File: config.mk
export PLATFORM = sky130hd
export DESIGN_NAME = instr_fetch_queue
export DESIGN_NICKNAME = d
export VERILOG_FILES = /design/src/rtl/instr_fetch_queue.sv
export SDC_FILE = /design/constraint.sdc
export NUM_CORES = 1
export LEC_CHECK = 0
export CORE_MARGIN = 4
export CORE_UTILIZATION = 52
export CTS_BUF_LIST = sky130_fd_sc_hd__clkbuf_2 sky130_fd_sc_hd__clkbuf_4 sky130_fd_sc_hd__clkbuf_8
export DETAILED_ROUTE_END_ITERATION = 6
export GPL_TIMING_DRIVEN = 0
export PLACE_DENSITY = 0.76
export SYNTH_ARGS = -nofsm -noshare
export SYNTH_HDL_FRONTEND = slang
export SYNTH_SLANG_ARGS = --single-unit
File: constraint.sdc
create_clock -name clk -period 5 [get_ports clk]
set_clock_uncertainty 0.15 [all_clocks]
set_input_delay 1.25 -clock clk [delete_from_list [all_inputs] [get_ports clk]]
set_output_delay 1.25 -clock clk [all_outputs]
set_load 0.05 [all_outputs]
File: src/rtl/instr_fetch_queue.sv
// Instruction fetch stage: issues word fetches under a credit limit, buffers responses with
// their PCs in an in-order FIFO, and flushes/drops stale responses on a redirect.
module instr_fetch_queue #(
    parameter int              XLEN     = 32,
    parameter int              DEPTH    = 4,
    parameter int              MAX_OUT  = 2,
    parameter logic [XLEN-1:0] RESET_PC = '0
) (
    input  logic            clk,
    input  logic            rst_n,
    output logic            imem_req,
    output logic [XLEN-1:0] imem_addr,
    input  logic            imem_ready,
    input  logic            imem_rvalid,
    input  logic [XLEN-1:0] imem_rdata,
    input  logic            redirect_valid,
    input  logic [XLEN-1:0] redirect_pc,
    output logic            inst_valid,
    input  logic            inst_ready,
    output logic [XLEN-1:0] inst_data,
    output logic [XLEN-1:0] inst_pc,
    output logic [7:0]      stall_cnt
);
    localparam int AW = (DEPTH > 1) ? $clog2(DEPTH) : 1;
    localparam int CW = $clog2(DEPTH + 1);
    localparam logic [CW-1:0] DEPTH_C   = CW'(DEPTH);
    localparam logic [CW-1:0] MAX_OUT_C = CW'(MAX_OUT);

    typedef enum logic {RUN = 1'b0, FLUSH = 1'b1} state_t;
    state_t state_reg, state_next;

    logic [XLEN-1:0] fetch_pc_reg, fetch_pc_next;
    logic [XLEN-1:0] resp_pc_reg, resp_pc_next;
    logic [CW-1:0]   fifo_cnt_reg, fifo_cnt_next;
    logic [CW-1:0]   out_cnt_reg, out_cnt_next;
    logic [CW-1:0]   drop_cnt_reg, drop_cnt_next;
    logic [AW-1:0]   wr_ptr_reg, wr_ptr_next;
    logic [AW-1:0]   rd_ptr_reg, rd_ptr_next;
    logic [7:0]      stall_cnt_reg, stall_cnt_next;
    logic [XLEN-1:0] data_mem [DEPTH];
    logic [XLEN-1:0] pc_mem [DEPTH];

    logic          accept;
    logic          drop;
    logic          push;
    logic          pop;
    logic          credit_ok;
    logic [CW:0]   occupancy;
    logic [XLEN-1:0] target_pc;

    assign target_pc = {redirect_pc[XLEN-1:2], 2'b00};
    // Outstanding requests reserve FIFO slots so a response can always be pushed.
    assign occupancy = {1'b0, fifo_cnt_reg} + {1'b0, out_cnt_reg};
    assign credit_ok = (out_cnt_reg < MAX_OUT_C) && (occupancy < {1'b0, DEPTH_C});

    // FSM: state register
    always_ff @(posedge clk) begin
        if (!rst_n) begin
            state_reg <= RUN;
        end else begin
            state_reg <= state_next;
        end
    end

    // FSM: next state
    always_comb begin
        state_next = state_reg;
        if (redirect_valid) begin
            state_next = (out_cnt_next != '0) ? FLUSH : RUN;
        end else if (state_reg == FLUSH && drop_cnt_next == '0) begin
            state_next = RUN;
        end
    end

    // FSM: outputs
    always_comb begin
        imem_req   = rst_n && (state_reg == RUN) && !redirect_valid && credit_ok;
        inst_valid = rst_n && (state_reg == RUN) && (fifo_cnt_reg != '0);
    end

    assign imem_addr = fetch_pc_reg;
    assign inst_data = data_mem[rd_ptr_reg];
    assign inst_pc   = pc_mem[rd_ptr_reg];
    assign stall_cnt = stall_cnt_reg;

    // A response in the redirect cycle belongs to the old stream, so it is dropped too.
    always_comb begin
        accept = imem_req && imem_ready;
        drop   = imem_rvalid && ((drop_cnt_reg != '0) || redirect_valid);
        push   = imem_rvalid && !drop;
        pop    = inst_valid && inst_ready && !redirect_valid;
    end

    always_comb begin
        out_cnt_next   = out_cnt_reg + {{(CW-1){1'b0}}, accept} - {{(CW-1){1'b0}}, imem_rvalid};
        drop_cnt_next  = drop_cnt_reg;
        fetch_pc_next  = fetch_pc_reg;
        resp_pc_next   = resp_pc_reg;
        fifo_cnt_next  = fifo_cnt_reg;
        wr_ptr_next    = wr_ptr_reg;
        rd_ptr_next    = rd_ptr_reg;
        stall_cnt_next = stall_cnt_reg;

        if (imem_rvalid && drop_cnt_reg != '0) begin
            drop_cnt_next = drop_cnt_reg - {{(CW-1){1'b0}}, 1'b1};
        end
        if (accept) begin
            fetch_pc_next = fetch_pc_reg + XLEN'(4);
        end
        if (push) begin
            resp_pc_next = resp_pc_reg + XLEN'(4);
            wr_ptr_next  = wr_ptr_reg + AW'(1);
        end
        if (pop) begin
            rd_ptr_next = rd_ptr_reg + AW'(1);
        end
        fifo_cnt_next = fifo_cnt_reg + {{(CW-1){1'b0}}, push} - {{(CW-1){1'b0}}, pop};

        if (redirect_valid) begin
            fetch_pc_next = target_pc;
            resp_pc_next  = target_pc;
            drop_cnt_next = out_cnt_next;
            fifo_cnt_next = '0;
            wr_ptr_next   = '0;
            rd_ptr_next   = '0;
        end

        if (state_reg == RUN && !inst_valid && stall_cnt_reg != 8'hFF) begin
            stall_cnt_next = stall_cnt_reg + 8'd1;
        end
    end

    always_ff @(posedge clk) begin
        if (!rst_n) begin
            fetch_pc_reg  <= RESET_PC;
            resp_pc_reg   <= RESET_PC;
            fifo_cnt_reg  <= '0;
            out_cnt_reg   <= '0;
            drop_cnt_reg  <= '0;
            wr_ptr_reg    <= '0;
            rd_ptr_reg    <= '0;
            stall_cnt_reg <= '0;
        end else begin
            fetch_pc_reg  <= fetch_pc_next;
            resp_pc_reg   <= resp_pc_next;
            fifo_cnt_reg  <= fifo_cnt_next;
            out_cnt_reg   <= out_cnt_next;
            drop_cnt_reg  <= drop_cnt_next;
            wr_ptr_reg    <= wr_ptr_next;
            rd_ptr_reg    <= rd_ptr_next;
            stall_cnt_reg <= stall_cnt_next;
        end
    end

    // Entry storage carries no reset; the counters alone define which entries are live.
    always_ff @(posedge clk) begin
        if (push) begin
            data_mem[wr_ptr_reg] <= imem_rdata;
            pc_mem[wr_ptr_reg]   <= resp_pc_reg;
        end
    end

    always_ff @(posedge clk) begin
        if (rst_n) begin
            assert (fifo_cnt_reg <= DEPTH_C);
            assert (out_cnt_reg <= MAX_OUT_C);
            assert (drop_cnt_reg <= out_cnt_reg);
            assert (!(imem_rvalid && out_cnt_reg == '0));
        end
    end

endmodule

==> results of run 1 <==
-- logic make-up (layout without fill, tap and decap cells) --
group           Yosys count  count (layout)
buf+inv                  71             336
flops                   332             332
simple gates            212             212
mux                      67              67
xor+xnor                 38              38
fa+ha+maj                18              18
other cells               1               4
compound gates          146             146
-- per-layer routing --
metal / share of wire / wire, um / vias up
li1: - / - / 3928
met1: 0.44 / 13200 / 4184
met5: 0 / 0 / -
met4: 0.018 / 552 / 0
met3: 0.074 / 2240 / 58
met2: 0.47 / 14200 / 349
-- through the flow --
stage / TNS [ps] / hold WS [ps] / area [sq um]
after floorplan: 0 / 316 / 13500
after global placement: -275330 / 329 / 15600
after detailed placement: 0 / 342 / 15800
after CTS: 0 / 353 / 16900
after global routing: 0 / 368 / 16900
final: 0 / 349 / 16900
-- cell type report --
| cell class | count | area (sq um) | area share |
|---|---|---|---|
| Buffer | 47 | 233 | 0.0138 |
| Clock buffer | 68 | 855 | 0.0507 |
| Clock inverter | 24 | 241 | 0.0143 |
| Inverter | 24 | 95.1 | 0.00564 |
| Multi-Input combinational cell | 485 | 4100 | 0.243 |
| Sequential cell | 332 | 9130 | 0.541 |
| Tap cell | 330 | 413 | 0.0245 |
| Timing Repair Buffer | 173 | 1800 | 0.107 |
-- worst max path at each step --
stage	end
floorplan	data_mem[0][0]
global placement	data_mem[1][6]
detailed placement	fifo_cnt_reg[2]
CTS	inst_pc[12]
global route	inst_pc[9]
finish	inst_valid
-- cells in the mapped netlist, types with 11 or more instances --
library cell / n
clkbuf_1: 27
nand4_1: 22
nor3_1: 12
o21ai_0: 47
inv_1: 23
a21oi_1: 42
a31oi_1: 21
dfxtp_1: 84
and3_1: 13
nor2_1: 42
nand3_1: 27
mux4_2: 62
ha_1: 16
xor2_1: 23
and2_1: 11
xnor2_1: 15
nand2_1: 46
edfxtp_1: 248
-- worst reg2reg max path, cell delays in order, from the launching register on --
cell,delay (ps)
dfxtp_1,340
ha_1,290
nor3b_1,300
and4_1,230
clkbuf_4,200
clkinv_4,100
clkbuf_1,290
ha_1,380
inv_1,40
ha_1,180
fa_1,380
xnor2_1,180
o31ai_1,210
a21oi_1,60
-- power breakdown --
part	switching [mW]	internal [mW]	leakage, nW
Clock	1.01	1.37	0.570
Sequential	0.0958	3.09	2.95
Combinational	0.519	0.318	2.07
==> reports/qor.txt, run 1 <==
Status: finished, final reports clean
FP Rows: 58
Slew HR: 0.298
Leading post-synthesis cells by cell area: edfxtp_1 (55%), dfxtp_1 (12%), mux4_2 (10%), o21ai_0 (1.7%), a21oi_1 (1.6%)
Met2 Resource Use GR: 0.334
Post-layout worst setup margin: 479 ps
Leakage: 5.59 nW
Worst R2R Start: fifo_cnt_reg[2]
Critical Path RT: 3600 ps
Critical path class: input port to output pin
RD Place Congestion: 0.924
DR iter-0 viols: 754
Synth cell types: 61
DP HPWL: 20.2 mm
Delay-heaviest family, CP: buffers and inverters
Skew-Pair Late Insertion Delay: 560 ps
Initial core utilization: 0.533
# placed instances: 1391
Reg clk slew, reported paths: 60 ps
DRT Pass-1 Iters: 5
Io pins: 176
Diodes inserted: 0
Met1 Use GR: 0.302
Total Power: 6.41 mW
Non-Filler Instances: 1483
Peak supply drop: 314 uV
Main flop type after synthesis: edfxtp_1
Fin. Hold Viols: 0
Number of buffers created by CTS: 52
Synth Area in Compound Gates: 0.0650
CP Max Fanout: 10
CTS tree: yes
Fin crit share: 0.904
Yosys warning total: 0
Vias per std cell: 5.74
Synthesized cell area: 13500 sq um
Number of H-tree levels: 2
Pre-CTS setup slack: 351 ps
Buf/Inv on CP: 4
Mapped Cells: 885
Average routed wire per standard cell: 20.4 um
Crit-path most repeated cell: clkdlybuf4s50_1
Max-slew violations: 0
R2R Setup Slk: 1520 ps
Synth top area share: 0.551
Worst Max-Slew Pin Slew: 1040 ps
Slowest cell on crit path: clkdlybuf4s50_1
Crit path time final: 4520 ps
Mux contribution to synthesized area: 0.107
Layout area overhead: 24.7%
Worst Hold Launch: wr_ptr_reg[1]
Share of cells above drive strength 1: 0.158
Adder-cell share of the synthesized area: 0.0178
GRT overflow: 0
Layout Nets: 1203
Post-CTS Hold Buffers: 0
PortBufs: 169
Clock sinks: 332
Postcts setup bufs: 0
Die footprint: 28700 sq um
Critical-path cell list: clkdlybuf4s50_1 -> inv_1 -> buf_4 -> nor3_1 -> clkdlybuf4s50_1
Startpoint types: input port
Max FFs per register: 128
RR Endpoint: state_reg
Synth area leader: edfxtp_1
Die X-Extent: 169 um
Worst min path class: register to register
Hold depth: 2
Post-synth EDFFs: 248
Largest net degree at the start of global routing: 57
Initial antenna violation count: 0
M3 GR Usage: 0.0405
Critical Path End Type: output pin
Cts repair resizes: 0
Synth Area in XOR/XNOR: 0.0246
Worst path depth: 5
Clk Tree Root Cell: clkbuf_8
Most common cell after layout, fill and taps aside: edfxtp_1
Total core area: 25400 sq um
Largest family of logic cells by synthesized area: multiplexers
Max Cap Violations: 0
DR vias: 8519
Final Setup Violations: 0
GRT Overall Usage: 0.211
Largest regs: data_mem x128, pc_mem x120
Share of flip-flops with an asynchronous set or reset: 0
Avg Inst Size Synth: 15.3 sq um
FF+latch count, synth: 332
CP arrival: 3120 ps
Largest stage delay, worst path: 850 ps
Vias in the first global route: 8745
Most frequent cells in the layout: edfxtp_1 (248), clkdlybuf4s50_1 (169), dfxtp_1 (84)
Synth Area in Simple Gates: 0.0860
Die height: 169 um
Worst Reg-to-Reg Cells: 13
PD cells: 380 nW/um^2
Overall routed net length: 30.2 mm
Fmax achieved: 221 MHz
Final Util: 0.664
Most flops, register: data_mem
RSZ-0062 raised after global routing: false
First-pass GRT wire length: 47.7 mm
Final antenna-violating net count: 0
Sequential area share after synthesis: 0.675
Maximum clock insertion buffer count: 3
Endpoint, Worst Hold: wr_ptr_reg[1]
Fill cell count: 1833
Drt drc: 0
Global route hottest layer: met2
CP startpoint: rst_n
Note: power is estimated with default switching activity, not from simulation.
==> run 2: changes to the inputs <==
--- a/config.mk
+++ b/config.mk
@@ -11,6 +11,7 @@
 export DETAILED_ROUTE_END_ITERATION = 6
 export GPL_TIMING_DRIVEN = 0
 export PLACE_DENSITY = 0.76
+export SKIP_CTS_REPAIR_TIMING = 1
 export SYNTH_ARGS = -nofsm -noshare
 export SYNTH_HDL_FRONTEND = slang
 export SYNTH_SLANG_ARGS = --single-unit
==> results of run 2 <==
Same layout as run 1: the final DEF is identical, and so are final timing and power.
